$ cat src/rtl/uart_rx_word.sv
`default_nettype none
// ============================================================================
//  Module      : uart_rx_word
//  Description : 8N1 serial receiver that pairs consecutive bytes into 16-bit
//                words (first byte low). Oversampled, mid-bit sampling,
//                framing-error and missing-second-byte timeout detection.
//  Revision    : 1.0 - initial release
// ============================================================================
module uart_rx_word #(
    parameter int OVERSAMPLE   = 16,
    parameter int TIMEOUT_BITS = 20
) (
    input  logic        clk_153k6hz,
    input  logic        reset,
    input  logic        rx,
    output logic [15:0] data,
    output logic        valid,
    output logic        err,
    output logic        busy
);

    localparam int C_CNT_W    = $clog2(OVERSAMPLE);
    localparam int C_TO_LIMIT = TIMEOUT_BITS * OVERSAMPLE;
    localparam int C_TO_W     = $clog2(C_TO_LIMIT + 1);

    localparam logic [C_CNT_W-1:0] c_half_m1 = C_CNT_W'(OVERSAMPLE / 2 - 1);
    localparam logic [C_CNT_W-1:0] c_last    = C_CNT_W'(OVERSAMPLE - 1);
    localparam logic [C_TO_W-1:0]  c_to_last = C_TO_W'(C_TO_LIMIT - 1);

    typedef enum logic [1:0] {
        S_IDLE  = 2'd0,
        S_START = 2'd1,
        S_DATA  = 2'd2,
        S_STOP  = 2'd3
    } state_t;

    state_t              state_q,     state_d;
    logic                rx_meta_q,   rx_meta_d;
    logic                rx_s_q,      rx_s_d;
    logic [C_CNT_W-1:0]  cnt_q,       cnt_d;
    logic [2:0]          bit_q,       bit_d;
    logic [7:0]          shift_q,     shift_d;
    logic [7:0]          low_q,       low_d;
    logic                byte_idx_q,  byte_idx_d;
    logic [C_TO_W-1:0]   timer_q,     timer_d;
    logic                wait_high_q, wait_high_d;
    logic [15:0]         data_q,      data_d;
    logic                valid_q,     valid_d;
    logic                err_q,       err_d;

    // Next-state logic for the synchronizer, receive FSM, word assembly and timeout
    always_comb begin
        state_d     = state_q;
        rx_meta_d   = rx;
        rx_s_d      = rx_meta_q;
        cnt_d       = cnt_q;
        bit_d       = bit_q;
        shift_d     = shift_q;
        low_d       = low_q;
        byte_idx_d  = byte_idx_q;
        timer_d     = timer_q;
        wait_high_d = wait_high_q;
        data_d      = data_q;
        valid_d     = 1'b0;
        err_d       = 1'b0;

        case (state_q)
            S_IDLE: begin
                // Holding byte 1: give up on the word once the gap is too long
                if (byte_idx_q) begin
                    if (timer_q == c_to_last) begin
                        byte_idx_d = 1'b0;
                        timer_d    = '0;
                        err_d      = 1'b1;
                    end else begin
                        timer_d = timer_q + 1'b1;
                    end
                end else begin
                    timer_d = '0;
                end

                // After a framing error the line must go high before a new
                // start edge is accepted, so a stuck-low line is one error only
                if (wait_high_q) begin
                    if (rx_s_q) begin
                        wait_high_d = 1'b0;
                    end
                end else if (!rx_s_q) begin
                    state_d = S_START;
                    cnt_d   = '0;
                    timer_d = '0;
                end
            end

            S_START: begin
                if (cnt_q == c_half_m1) begin
                    if (!rx_s_q) begin
                        state_d = S_DATA;
                        cnt_d   = '0;
                        bit_d   = 3'd0;
                    end else begin
                        // Start bit did not hold to mid-bit: treat as noise
                        state_d = S_IDLE;
                        cnt_d   = '0;
                    end
                end else begin
                    cnt_d = cnt_q + 1'b1;
                end
            end

            S_DATA: begin
                if (cnt_q == c_last) begin
                    shift_d = {rx_s_q, shift_q[7:1]};
                    cnt_d   = '0;
                    bit_d   = bit_q + 1'b1;
                    if (bit_q == 3'd7) begin
                        state_d = S_STOP;
                    end
                end else begin
                    cnt_d = cnt_q + 1'b1;
                end
            end

            S_STOP: begin
                if (cnt_q == c_last) begin
                    state_d = S_IDLE;
                    cnt_d   = '0;
                    if (rx_s_q) begin
                        if (!byte_idx_q) begin
                            low_d      = shift_q;
                            byte_idx_d = 1'b1;
                        end else begin
                            data_d     = {shift_q, low_q};
                            valid_d    = 1'b1;
                            byte_idx_d = 1'b0;
                        end
                    end else begin
                        err_d       = 1'b1;
                        byte_idx_d  = 1'b0;
                        wait_high_d = 1'b1;
                    end
                end else begin
                    cnt_d = cnt_q + 1'b1;
                end
            end

            default: begin
                state_d = S_IDLE;
                cnt_d   = '0;
            end
        endcase
    end

    // State and output registers with synchronous reset
    always_ff @(posedge clk_153k6hz) begin
        if (reset) begin
            state_q     <= S_IDLE;
            rx_meta_q   <= 1'b1;
            rx_s_q      <= 1'b1;
            cnt_q       <= '0;
            bit_q       <= 3'd0;
            shift_q     <= 8'h00;
            low_q       <= 8'h00;
            byte_idx_q  <= 1'b0;
            timer_q     <= '0;
            wait_high_q <= 1'b0;
            data_q      <= 16'h0000;
            valid_q     <= 1'b0;
            err_q       <= 1'b0;
        end else begin
            state_q     <= state_d;
            rx_meta_q   <= rx_meta_d;
            rx_s_q      <= rx_s_d;
            cnt_q       <= cnt_d;
            bit_q       <= bit_d;
            shift_q     <= shift_d;
            low_q       <= low_d;
            byte_idx_q  <= byte_idx_d;
            timer_q     <= timer_d;
            wait_high_q <= wait_high_d;
            data_q      <= data_d;
            valid_q     <= valid_d;
            err_q       <= err_d;
        end
    end

    assign data  = data_q;
    assign valid = valid_q;
    assign err   = err_q;
    assign busy  = (state_q != S_IDLE) | byte_idx_q;

endmodule
`default_nettype wire

$ cat config.mk
export PLATFORM = sky130hd
export DESIGN_NAME = uart_rx_word
export DESIGN_NICKNAME = d
export VERILOG_FILES = /design/src/rtl/uart_rx_word.sv
export SDC_FILE = /design/constraint.sdc
export NUM_CORES = 1
export LEC_CHECK = 0
export CORE_MARGIN = 4
export CORE_UTILIZATION = 56
export DETAILED_ROUTE_END_ITERATION = 8
export GPL_ROUTABILITY_DRIVEN = 1
export PLACE_DENSITY = 0.74
export SETUP_SLACK_MARGIN = 0.4
export SKIP_CTS_REPAIR_TIMING = 1
export SYNTH_ARGS = -nofsm -noshare
export SYNTH_HDL_FRONTEND = slang
export SYNTH_SLANG_ARGS = --single-unit
$ cat constraint.sdc
create_clock -name clk_153k6hz -period 2.3 [get_ports clk_153k6hz]
set_clock_uncertainty 0.1 [all_clocks]
set_input_delay 0.46 -clock clk_153k6hz [delete_from_list [all_inputs] [get_ports clk_153k6hz]]
set_output_delay 0.46 -clock clk_153k6hz [all_outputs]
set_load 0.05 [all_outputs]
## Word level (Yosys, flattened, before mapping)

Index checks and enable logic that the tools add are counted.

| operators by class | value |
|---|---|
| add/sub/neg operators | 3 |
| eq/ne operators | 15 |
| reductions and logical operators | 14 |
| bitwise gates (word level) | 5 |
| multiplexer cells | 37 |

Operators with widths:

| operator | count |
|---|---|
| 2-to-1 mux 9 bit | 4 |
| 2-to-1 mux 4 bit | 4 |
| inequality test 2 bit (second input constant) | 8 |
| 2-to-1 mux 2 bit | 7 |
| 2-to-1 mux 1 bit | 13 |
| one-hot mux 4 bit (3 select lines) | 1 |
| AND reduction 4 bit | 3 |
| adder 9 x 1 -> 9 bit (second input constant) | 1 |
| == test 9 bit (second input constant) | 1 |
| 2-to-1 mux 3 bit | 3 |
| one-hot mux 2 bit (4 select lines) | 1 |
| one-hot mux 1 bit (2 select lines) | 3 |
| one-hot mux 3 bit (2 select lines) | 1 |
| AND reduction 2 bit | 3 |
| AND reduction 6 bit | 1 |
| nonzero test 2 bit | 3 |
| adder 4 x 1 -> 4 bit (second input constant) | 1 |
| == test 2 bit (second input constant) | 2 |
| == test 4 x 3 -> 1 bit (second input constant) | 1 |
| == test 4 bit (second input constant) | 1 |
| inverter 1 bit | 4 |
| OR reduction 4 bit | 1 |
| adder 3 x 1 -> 3 bit (second input constant) | 1 |
| == test 3 bit (second input constant) | 1 |
| other kinds (5) | 5 |

| storage, ports and cells | value |
|---|---|
| output and inout port bits | 19 |
| word-level logic and storage cells | 87 |
| input bits | 3 |
| register bits | 56 |

## Depth between registers and ports, before layout

Gate-level depths: netlist of run 1.

| depth | value |
|---|---|
| word-level depth | 5 |
| depth in mapped cells | 7 |
| gate-level depth less buffers | 6 |

## Worst setup path after synthesis of run 1

No wires, ideal clock.

| timing | value |
|---|---|
| path type | reg-to-reg |
| start point | reg state_q[0] |
| end point | reg bit_q[2] |
| buffers on the path | 1 |
| stages on the path, launching flop included | 8 |
| arrival | 1690 ps |
| library setup time | 128 ps |
| period minus slack after synthesis | 1917 ps |
| slack | 383 ps |
| data required time | 2072 ps |
| cells stage by stage | dfxtp_1 > inv_1 > ha_1 > buf_2 > or4b_4 > a21oi_4 > mux2i_1 > nor2_1 |

| on the way | value |
|---|---|
| longest elaborated chain between the ends | 3 |
| elaborated cells on any way between the ends | 8 |
| those cells by class | 5 x eq/ne; 1 x mux; 2 x reduce/logical |

Ends and longest elaborated chain:

| what | line | source |
|---|---|---|
| from (decl) | 37 | `state_t state_q, state_d;` |
| from (signal assigned) | 171 | `state_q <= state_d;` |
| == test 2 x 1 -> 1 bit / == test 2 bit (equally long branches) | 67 | `case (state_q)` |
| inequality test 2 bit (no line) / nonzero test 2 bit (equally long branches) | - |  |
| AND reduction 4 bit (no line) | - |  |
| to (signal assigned) | 175 | `bit_q <= bit_d;` |
| to (decl) | 41 | `logic [2:0] bit_q, bit_d;` |

Parallel ways exist; a longest one is shown, timed or not.
A chain may end at the register's enable or synchronous reset.

==> impl_metrics.yaml, run 1 <==
logic_synthesis:
  synthXorXnorAreaFrac: 0.02955
  async_flop_share: 0
  yosysTopAreaCell: "sky130_fd_sc_hd__dfxtp_1"
  synth_edf_count: 0
  synth_top_area_share: 0.4728
  synth_top_flop_cell: "sky130_fd_sc_hd__dfxtp_1"
  synth_top_family_by_area: "simple AND/OR/NAND/NOR gates"
  postSynthCellCount: 272
  post_synth_most_frequent_cells: "56 x sky130_fd_sc_hd__dfxtp_1, 56 x sky130_fd_sc_hd__nand2_1, 29 x sky130_fd_sc_hd__a21oi_1"
  fraction_of_the_mapped_netlist_area_in_adder_cells: 0.04749
  synth.avg_cell_area_sq_um: 8.717
  synth_simple_gate_area_share: 0.2438
  synth_area_leaders: "sky130_fd_sc_hd__dfxtp_1 47%, sky130_fd_sc_hd__nand2_1 8.9%, sky130_fd_sc_hd__a21oi_1 6.1%"
  synth_cell_types: 43
  synth_warn: 0
  muxShareOfSynthArea: 0.05066
  synth_seq_area_share: 0.4728
  mappedNetlistArea_sq_um: 2371
  synth.net_count: 284
  ys_seq_elements: 56
  synth-compound-area-share: 0.1156
floorplan:
  floorplan.die.height_um: 73.07
  io-pin-count: 22
  die_width_um: 73.07
  initial_utilization: 0.5843
  core_area_sq_um: 4058
  dieArea_sq_um: 5339
  floorplan.rows: 23
sta:
  final_worst_setup_slack_ps: 357.3
  hold_ws_ps: 322.3
  setup_viol: 0
  slew-limit-headroom: 0.6572
  timing.fmax_mhz: 514.7
  finalCriticalPeriod_ps: 1943
  slew_violations: 0
  grt_setup_unrepaired: "yes"
  slew_at_the_pin_closest_to_its_max_slew_limit_ps: 513.4
  finalHoldViolCount: 0
  min_period_over_period: 0.8447
  tns_ps: 0
clock_network:
  cts_tree: "yes"
  tritoncts_num_sinks: 56
  clk_transition_reported_paths_ps: 90
  clk-insertion-delay-late_ps: 310
  cts_made_buffers: 5
  cts-htree-levels: 2
  cts_max_path_buffers: 2
  cts_root_buffer: "sky130_fd_sc_hd__clkbuf_8"
cells_and_area:
  syn2layout_area_growth_pct: 22.96
  drive_above_1_share: 0.1338
  num_antenna_cells: 0
  final.fill_count: 325
  final_net_count: 310
setup_path:
  arrival_ps: 1380
  crit_path_top_delay_cell: "sky130_fd_sc_hd__dfxtp_4"
  critical-path-max-stage-delay_ps: 410
  worstPathRequired_ps: 1740
  kind_of_start_point_of_the_critical_path: "flip-flop"
  crit_path_max_fanout: 10
  crit_chain: "clkinvlp_4, ha_4, nand2b_1, buf_12"
  ff2ff_path_depth: 6
  path_class: "flip-flop to output port"
  crit_end_category: "output port"
place:
  pre_cts_slack_ps: 339.6
  dpl.hpwl_um: 2961
  gp_routability_congestion: 0.8633
  port_buffers: 21
grt:
  first_pass_grt_wire_length_um: 7527
  grt_pass1_vias: 1696
  globalRouteOverflowTotal: 0
  number_of_antenna_violations_at_the_first_check_in_global_routing: 0
  grt_max_degree: 34
  grt.total_usage: 0.1792
power_and_ir_drop:
  peakVddDrop_mv: 0.4470
  power.density_cell_area_nw_per_um2: 593.2
  leakagePower_nw: 1.312
detailed_routing:
  drt_first_pass_iters: 4
  drt-initial-drc-count: 111
  routed_wirelength_um: 4613
  routed_wire_length_per_instance_um: 13.22
  drt-vias-per-instance: 5.450
  drcViolationCount: 0
  detailroute.via_count: 1902
  antenna_violating_nets_post_route: 0
run_status:
  outcome: "completed"
worst_hold_path:
  hold_path.class: "flip-flop to flip-flop"
  timing.hold.worst_path_depth: 1
job:
  max_cap_viol_count: 0
## worst paths after layout
check | from | end | slack [ps]
worst max-delay path | flip-flop | busy | 360
worst min-delay path | rx_meta_q$_SDFF_PP1_ | rx_s_q$_SDFF_PP1_ | 320
worst max register to register | flip-flop | flip-flop | 370
worst min register to register | rx_meta_q$_SDFF_PP1_ | rx_s_q$_SDFF_PP1_ | 320
## cells by family (layout without fill, tap and decap cells)
family                   count (synthesis)  count (layout)
AO/OA/AOI/OAI                           45              45
XOR/XNOR                                 8               8
adder cells (fa/ha/maj)                  9               9
buffers and inverters                   20              47
flip-flops                              56              56
multiplexers                            12              12
AND/OR/NAND/NOR                        122             122
## layout make-up
cell class	count	area [sq um]	share of cell area
Multi-Input combinational cell	196	1250	0.4288
Sequential cell	56	1130	0.3876
Timing Repair Buffer	32	349.1	0.1197
Clock buffer	7	86.33	0.02961
Tap cell	50	62.56	0.02146
Inverter	7	30.03	0.01030
Clock inverter	1	7.507	0.002575
## registers in the layout, indices dropped and copies added, names as in the netlist, named ones only
register     cells
bit_q            3
byte_idx_q       1
cnt_q            4
data            16
err              1
low_q            8
rx_meta_q        1
rx_s_q           1
shift_q          8
state_q          1
timer_q          9
valid            1
wait_high_q      1
## report_power, final
group          leakage [nW]  internal, mW  total [mW]  switching [mW]
clock                0.0445         0.245       0.551           0.306
sequential            0.454         0.977       0.985         0.00826
combinational         0.813        0.0860       0.194           0.108
total                  1.31          1.31        1.73           0.422
## layout by cell type (no fill, tap or decap), types with 4 or more instances in the layout
master	netlist	final
sky130_fd_sc_hd__nor3_1	6	5
sky130_fd_sc_hd__dfxtp_1	56	53
sky130_fd_sc_hd__o21ai_0	4	4
sky130_fd_sc_hd__buf_4	2	9
sky130_fd_sc_hd__nor2_1	27	27
sky130_fd_sc_hd__mux2i_1	12	12
sky130_fd_sc_hd__clkbuf_8	0	6
sky130_fd_sc_hd__a21oi_1	29	29
sky130_fd_sc_hd__dlymetal6s2s_1	0	18
sky130_fd_sc_hd__nand2_1	56	56
sky130_fd_sc_hd__nand3_1	5	5
sky130_fd_sc_hd__xor2_1	4	4
sky130_fd_sc_hd__ha_4	0	5
sky130_fd_sc_hd__ha_1	9	4
sky130_fd_sc_hd__xnor2_1	4	4
sky130_fd_sc_hd__inv_1	7	5
sky130_fd_sc_hd__nand4_1	4	4
## critical path: cells and delay by family (launching register included)
kind | cells | cell delay, ps
buf+inv | 2 | 300
fa+ha+maj | 1 | 230
flops | 1 | 410
simple gates | 1 | 130
## routing by layer
metal,GRT usage,wire length [um],vias up
li1,-,-,974
met1,0.2261,2178,902
met2,0.2989,2212,20
met3,0.04545,157,6
met4,0.05533,64,0
met5,0,0,-
## per-stage QoR
step | total power, mW | instance area (sq um) | util | std cells
after global placement | 1.152 | 2624 | 0.6466 | 335
after detailed placement | 1.156 | 2624 | 0.6466 | 335
after global routing | 1.798 | 2915 | 0.7185 | 349
final | 1.729 | 2915 | 0.7185 | 349
after CTS | 1.702 | 2718 | 0.6698 | 343
after floorplan | 1.113 | 2372 | - | 272
No activity file was read; power rests on OpenSTA's default activity.
==> run 2: changes to the inputs <==
==> constraint.sdc (replaced) <==
create_clock -name clk_153k6hz -period 2 [get_ports clk_153k6hz]
set_clock_uncertainty 0.1 [all_clocks]
set_input_delay 0.4 -clock clk_153k6hz [delete_from_list [all_inputs] [get_ports clk_153k6hz]]
set_output_delay 0.4 -clock clk_153k6hz [all_outputs]
set_load 0.05 [all_outputs]
==> run 2 against run 1 <==
Against the previous run: critical path depth grew 2; flip-flop and latch count is the same; setup slack lost 260 ps; combinational power grew 53%; final cell count grew 3.7%; power grew 30%; non-clock buffer count grew 12; global-route usage grew 0.76 points; sequential power grew 16%; largest cell class unchanged; highest routed layer unchanged.
==> impl_metrics.yaml, run 2 (synthesized netlist as in run 1, its figures left out) <==
run_status:
  outcome: "completed"
grt:
  grt_pass1_vias: 1806
  grt_max_degree: 48
  first_pass_grt_wire_length_um: 8010
  grt.total_usage: 0.1867
  globalRouteOverflowTotal: 0
  number_of_antenna_violations_at_the_first_check_in_global_routing: 0
floorplan:
  floorplan.die.height_um: 73.07
  die_width_um: 73.07
  initial_utilization: 0.5843
  floorplan.rows: 23
  core_area_sq_um: 4058
  dieArea_sq_um: 5339
  io-pin-count: 22
detailed_routing:
  antenna_violating_nets_post_route: 0
  drt-vias-per-instance: 5.633
  drcViolationCount: 0
  routed_wirelength_um: 5605
  drt_first_pass_iters: 4
  routed_wire_length_per_instance_um: 15.48
  drt-initial-drc-count: 176
  detailroute.via_count: 2039
clock_network:
  tritoncts_num_sinks: 56
  clk-insertion-delay-late_ps: 310
  cts-htree-levels: 2
  cts_max_path_buffers: 2
  cts_made_buffers: 5
  cts_tree: "yes"
  clk_transition_reported_paths_ps: 100
  cts_root_buffer: "sky130_fd_sc_hd__clkbuf_8"
power_and_ir_drop:
  power.density_cell_area_nw_per_um2: 719.0
  switching_share: 0.2359
  power.sequential.fraction: 0.507
  clock_power_share: 0.361
  peakVddDrop_mv: 0.6255
  power_report.internal_total_mw: 1.717
  netSwitchingPower_uw: 530.0
  leakagePower_nw: 1.285
  pwr-share-comb: 0.132
cells_and_area:
  final_common_cell: "sky130_fd_sc_hd__nand2_1"
  largest_register_ff_count: 16
  drive_above_1_share: 0.2308
  layout.cells.most_common_list: "55 x sky130_fd_sc_hd__nand2_1, 51 x sky130_fd_sc_hd__dfxtp_1, 28 x sky130_fd_sc_hd__a21oi_1"
  final_net_count: 323
  num_antenna_cells: 0
  fin_cells: 362
  syn2layout_area_growth_pct: 31.82
setup_path:
  kind_of_start_point_of_the_critical_path: "flip-flop"
  worstPathRequired_ps: 2140
  ff2ff_path_depth: 6
  crit_path_max_fanout: 5
  crit_end_category: "flip-flop"
  arrival_ps: 2040
  path_class: "flip-flop to flip-flop"
worst_hold_path:
  timing.hold.worst_path_depth: 1
  hold_path.class: "flip-flop to flip-flop"
place:
  port_buffers: 21
  placed_cells_incl_taps: 339
  dpl.hpwl_um: 3000
  gp_routability_congestion: 0.8277
  pre_cts_slack_ps: 77.11
sta:
  tns_ps: 0
  slew_at_the_pin_closest_to_its_max_slew_limit_ps: 514.7
  min_period_over_period: 0.9504
  setup_viol: 0
  grt_setup_unrepaired: "yes"
  slew-limit-headroom: 0.6553
  slew_violations: 0
  timing.fmax_mhz: 526.1
  final_worst_setup_slack_ps: 99.19
  finalHoldViolCount: 0
  finalCriticalPeriod_ps: 1901
job:
  max_cap_viol_count: 0
==> run 2: layout make-up <==
class,instances,area (sq um)
Sequential cell,56,1132
Timing Repair Buffer,44,442.9
Fill cell,289,932.1
Tap cell,50,62.56
Inverter,7,36.28
Multi-Input combinational cell,197,1325
Clock inverter,1,30.03
Clock buffer,7,96.34
==> run 2: worst max-delay path, cell delays in order, from the launching register on <==
cell and delay, ps:
sky130_fd_sc_hd__dfxtp_4 390, sky130_fd_sc_hd__buf_6 120, sky130_fd_sc_hd__ha_4 170, sky130_fd_sc_hd__and4b_2 330, sky130_fd_sc_hd__a211oi_4 70, sky130_fd_sc_hd__or4b_1 510, sky130_fd_sc_hd__a21oi_1 130
==> run 2: final timing paths <==
check / startpoint / endpoint / slack (ps)
max: state_q[0]$_SDFFE_PP0P_ / flip-flop / 100
min reg2reg: rx_meta_q$_SDFF_PP1_ / rx_s_q$_SDFF_PP1_ / 320
max reg2reg: state_q[0]$_SDFFE_PP0P_ / flip-flop / 100
min: rx_meta_q$_SDFF_PP1_ / rx_s_q$_SDFF_PP1_ / 320
==> run 2: power by group through the flow <==
stage	combinational (mW)	clock (mW)	sequential (mW)
finish	0.296	0.811	1.14
global route	0.312	0.862	1.14
CTS	0.186	0.810	1.13
detailed placement	0.184	0	1.16
global placement	0.182	0	1.16
floorplan	0.127	0	1.16
==> run 2: metal layers <==
metal,GRT usage,part of all wire
met5,0,0
met4,0.05738,0.0071
met3,0.03857,0.049
met2,0.3128,0.51
met1,0.2398,0.43
==> run 2: per-stage QoR <==
stage	hold WS, ps	instance area (sq um)	total power, mW	util
2_1_floorplan	289.5	2395	1.284	-
3_3_place_gp	295.7	2676	1.342	0.6596
3_5_place_dp	298.8	2676	1.345	0.6596
4_1_cts	323.9	2803	2.131	0.6907
5_1_grt	336.5	3126	2.316	0.7703
6_report	323.8	3126	2.247	0.7703
==> run 3: changes to the inputs <==
--- a/config.mk
+++ b/config.mk
@@ -5,11 +5,11 @@
 export SDC_FILE = /design/constraint.sdc
 export NUM_CORES = 1
 export LEC_CHECK = 0
-export CORE_MARGIN = 4
-export CORE_UTILIZATION = 56
+export CORE_MARGIN = 2
+export CORE_UTILIZATION = 50
 export DETAILED_ROUTE_END_ITERATION = 8
 export GPL_ROUTABILITY_DRIVEN = 1
-export PLACE_DENSITY = 0.74
+export PLACE_DENSITY = 0.67
 export SETUP_SLACK_MARGIN = 0.4
 export SKIP_CTS_REPAIR_TIMING = 1
 export SYNTH_ARGS = -nofsm -noshare
==> run 3 against run 2 <==
Against the previous run: routed wire length decreased by 13%; sequential power about the same; critical path depth unchanged; sequential share of layout area increased by 1.0 points; utilization decreased by 12 points; maximum frequency increased by 1.8%; non-clock buffer count increased by 2.
==> impl_metrics.yaml, run 3 (synthesized netlist as in run 1, its figures left out) <==
run_status:
  outcome: "completed"
sta:
  min_period_over_period: 0.9335
  finalHoldViolCount: 0
  slew_at_the_pin_closest_to_its_max_slew_limit_ps: 543.9
  tns_ps: 0
  finalCriticalPeriod_ps: 1867
  setup_viol: 0
  slew-limit-headroom: 0.6358
  grt_setup_unrepaired: "yes"
  final_worst_setup_slack_ps: 133.0
  slew_violations: 0
  timing.fmax_mhz: 535.6
setup_path:
  timing.critical_path.from: "state_q[0]$_SDFFE_PP0P_"
  crit_end_category: "output port"
  crit_path_max_fanout: 5
  kind_of_start_point_of_the_critical_path: "flip-flop"
  arrival_ps: 1370
  reg2reg_from: "state_q[0]$_SDFFE_PP0P_"
  worstPathRequired_ps: 1500
  path_class: "flip-flop to output port"
detailed_routing:
  drt-vias-per-instance: 5.351
  drt_first_pass_iters: 4
  detailroute.via_count: 1969
  routed_wirelength_um: 4878
  antenna_violating_nets_post_route: 0
  drt-initial-drc-count: 86
  drcViolationCount: 0
  routed_wire_length_per_instance_um: 13.26
place:
  port_buffers: 21
  dpl.hpwl_um: 2937
  gp_routability_congestion: 0.8264
  placed_cell_area_sq_um: 2679
  pre_cts_slack_ps: 32.86
clock_network:
  cts_max_path_buffers: 2
  clk_transition_reported_paths_ps: 100
  tritoncts_num_sinks: 56
  cts_root_buffer: "sky130_fd_sc_hd__clkbuf_8"
  cts-htree-levels: 2
  cts_tree: "yes"
  cts_made_buffers: 5
  clk-insertion-delay-late_ps: 310
power_and_ir_drop:
  power_report.internal_total_mw: 1.555
  leakagePower_nw: 1.166
  peakVddDrop_mv: 0.4446
  switching_share: 0.2514
  power.density_cell_area_nw_per_um2: 683.4
  pwr-share-comb: 0.138
  totalPowerFinal_mw: 2.078
  clock_power_share: 0.313
  netSwitchingPower_uw: 522.3
  power.sequential.fraction: 0.549
worst_hold_path:
  hold_start: "rx_meta_q$_SDFF_PP1_"
  hold_path.class: "flip-flop to flip-flop"
floorplan:
  io-pin-count: 22
  floorplan.rows: 25
  initial_utilization: 0.5087
  core_area_sq_um: 4661
  die_width_um: 72.86
  floorplan.die.height_um: 72.86
  dieArea_sq_um: 5309
job:
  max_cap_viol_count: 0
grt:
  grt_max_degree: 48
  number_of_antenna_violations_at_the_first_check_in_global_routing: 0
  globalRouteOverflowTotal: 0
  grt.total_usage: 0.1771
  grt_pass1_vias: 1596
  first_pass_grt_wire_length_um: 7362
cells_and_area:
  layout.cells.most_common_list: "55 x sky130_fd_sc_hd__nand2_1, 51 x sky130_fd_sc_hd__dfxtp_1, 29 x sky130_fd_sc_hd__a21oi_1"
  final_net_count: 325
  final_common_cell: "sky130_fd_sc_hd__nand2_1"
  drive_above_1_share: 0.2484
  syn2layout_area_growth_pct: 28.23
  non_filler_cell_area_final_sq_um: 3040
  largest_register_ff_count: 16
  num_antenna_cells: 0
run 3: changes by cell type in the layout (fill, tap and decap cells not counted), moves of 2 or more:
cell                             previous run  this run
sky130_fd_sc_hd__buf_12                     2         4
sky130_fd_sc_hd__buf_6                      6         4
sky130_fd_sc_hd__clkbuf_2                   6        14
sky130_fd_sc_hd__dlymetal6s2s_1            10         4
run 3: through the flow:
step	hold WS [ps]	cells	util
6_report	318.2	368	0.6523
5_1_grt	331.1	368	0.6523
4_1_cts	323.1	350	0.5954
3_5_place_dp	299.0	342	0.5748
3_3_place_gp	294.2	342	0.5748
2_1_floorplan	289.5	272	-
run 3: path summary, 6_finish.rpt:
check                      endpoint  slack [ps]  cells after the start
setup / recovery               busy         130                      6
hold / removal    rx_s_q$_SDFF_PP1_         320                      1
hold reg to reg   rx_s_q$_SDFF_PP1_         320                      1
setup reg to reg          flip-flop         140                      6
run 3: power groups by stage:
| stage | Combinational, mW | Clock [mW] | Sequential [mW] |
|---|---|---|---|
| after floorplan | 0.127 | 0 | 1.16 |
| after global placement | 0.182 | 0 | 1.16 |
| after detailed placement | 0.184 | 0 | 1.16 |
| after CTS | 0.185 | 0.668 | 1.13 |
| after global routing | 0.308 | 0.717 | 1.14 |
| final | 0.287 | 0.650 | 1.14 |
run 3: cell type report:
cell class                      count  area, sq um
Fill cell                         408         1620
Multi-Input combinational cell    197         1310
Sequential cell                    56         1132
Timing Repair Buffer               46        400.4
Clock buffer                        6        82.58
Tap cell                           54        67.56
Inverter                            7        33.78
Clock inverter                      2        13.76
run 3: critical path, cell delays in order, from the launching register on:
cell,delay [ps]
sky130_fd_sc_hd__dfxtp_4,420
sky130_fd_sc_hd__inv_6,50
sky130_fd_sc_hd__buf_12,120
sky130_fd_sc_hd__ha_4,150
sky130_fd_sc_hd__buf_6,120
sky130_fd_sc_hd__nand2b_4,70
sky130_fd_sc_hd__buf_12,130
run 3: routing by layer:
layer | part of all wire | routed length (um) | GRT usage
met1 | 0.49 | 2409 | 0.2370
met2 | 0.46 | 2257 | 0.2768
met4 | 0.014 | 68 | 0.06996
met3 | 0.029 | 143 | 0.04144
met5 | 0 | 0 | 0
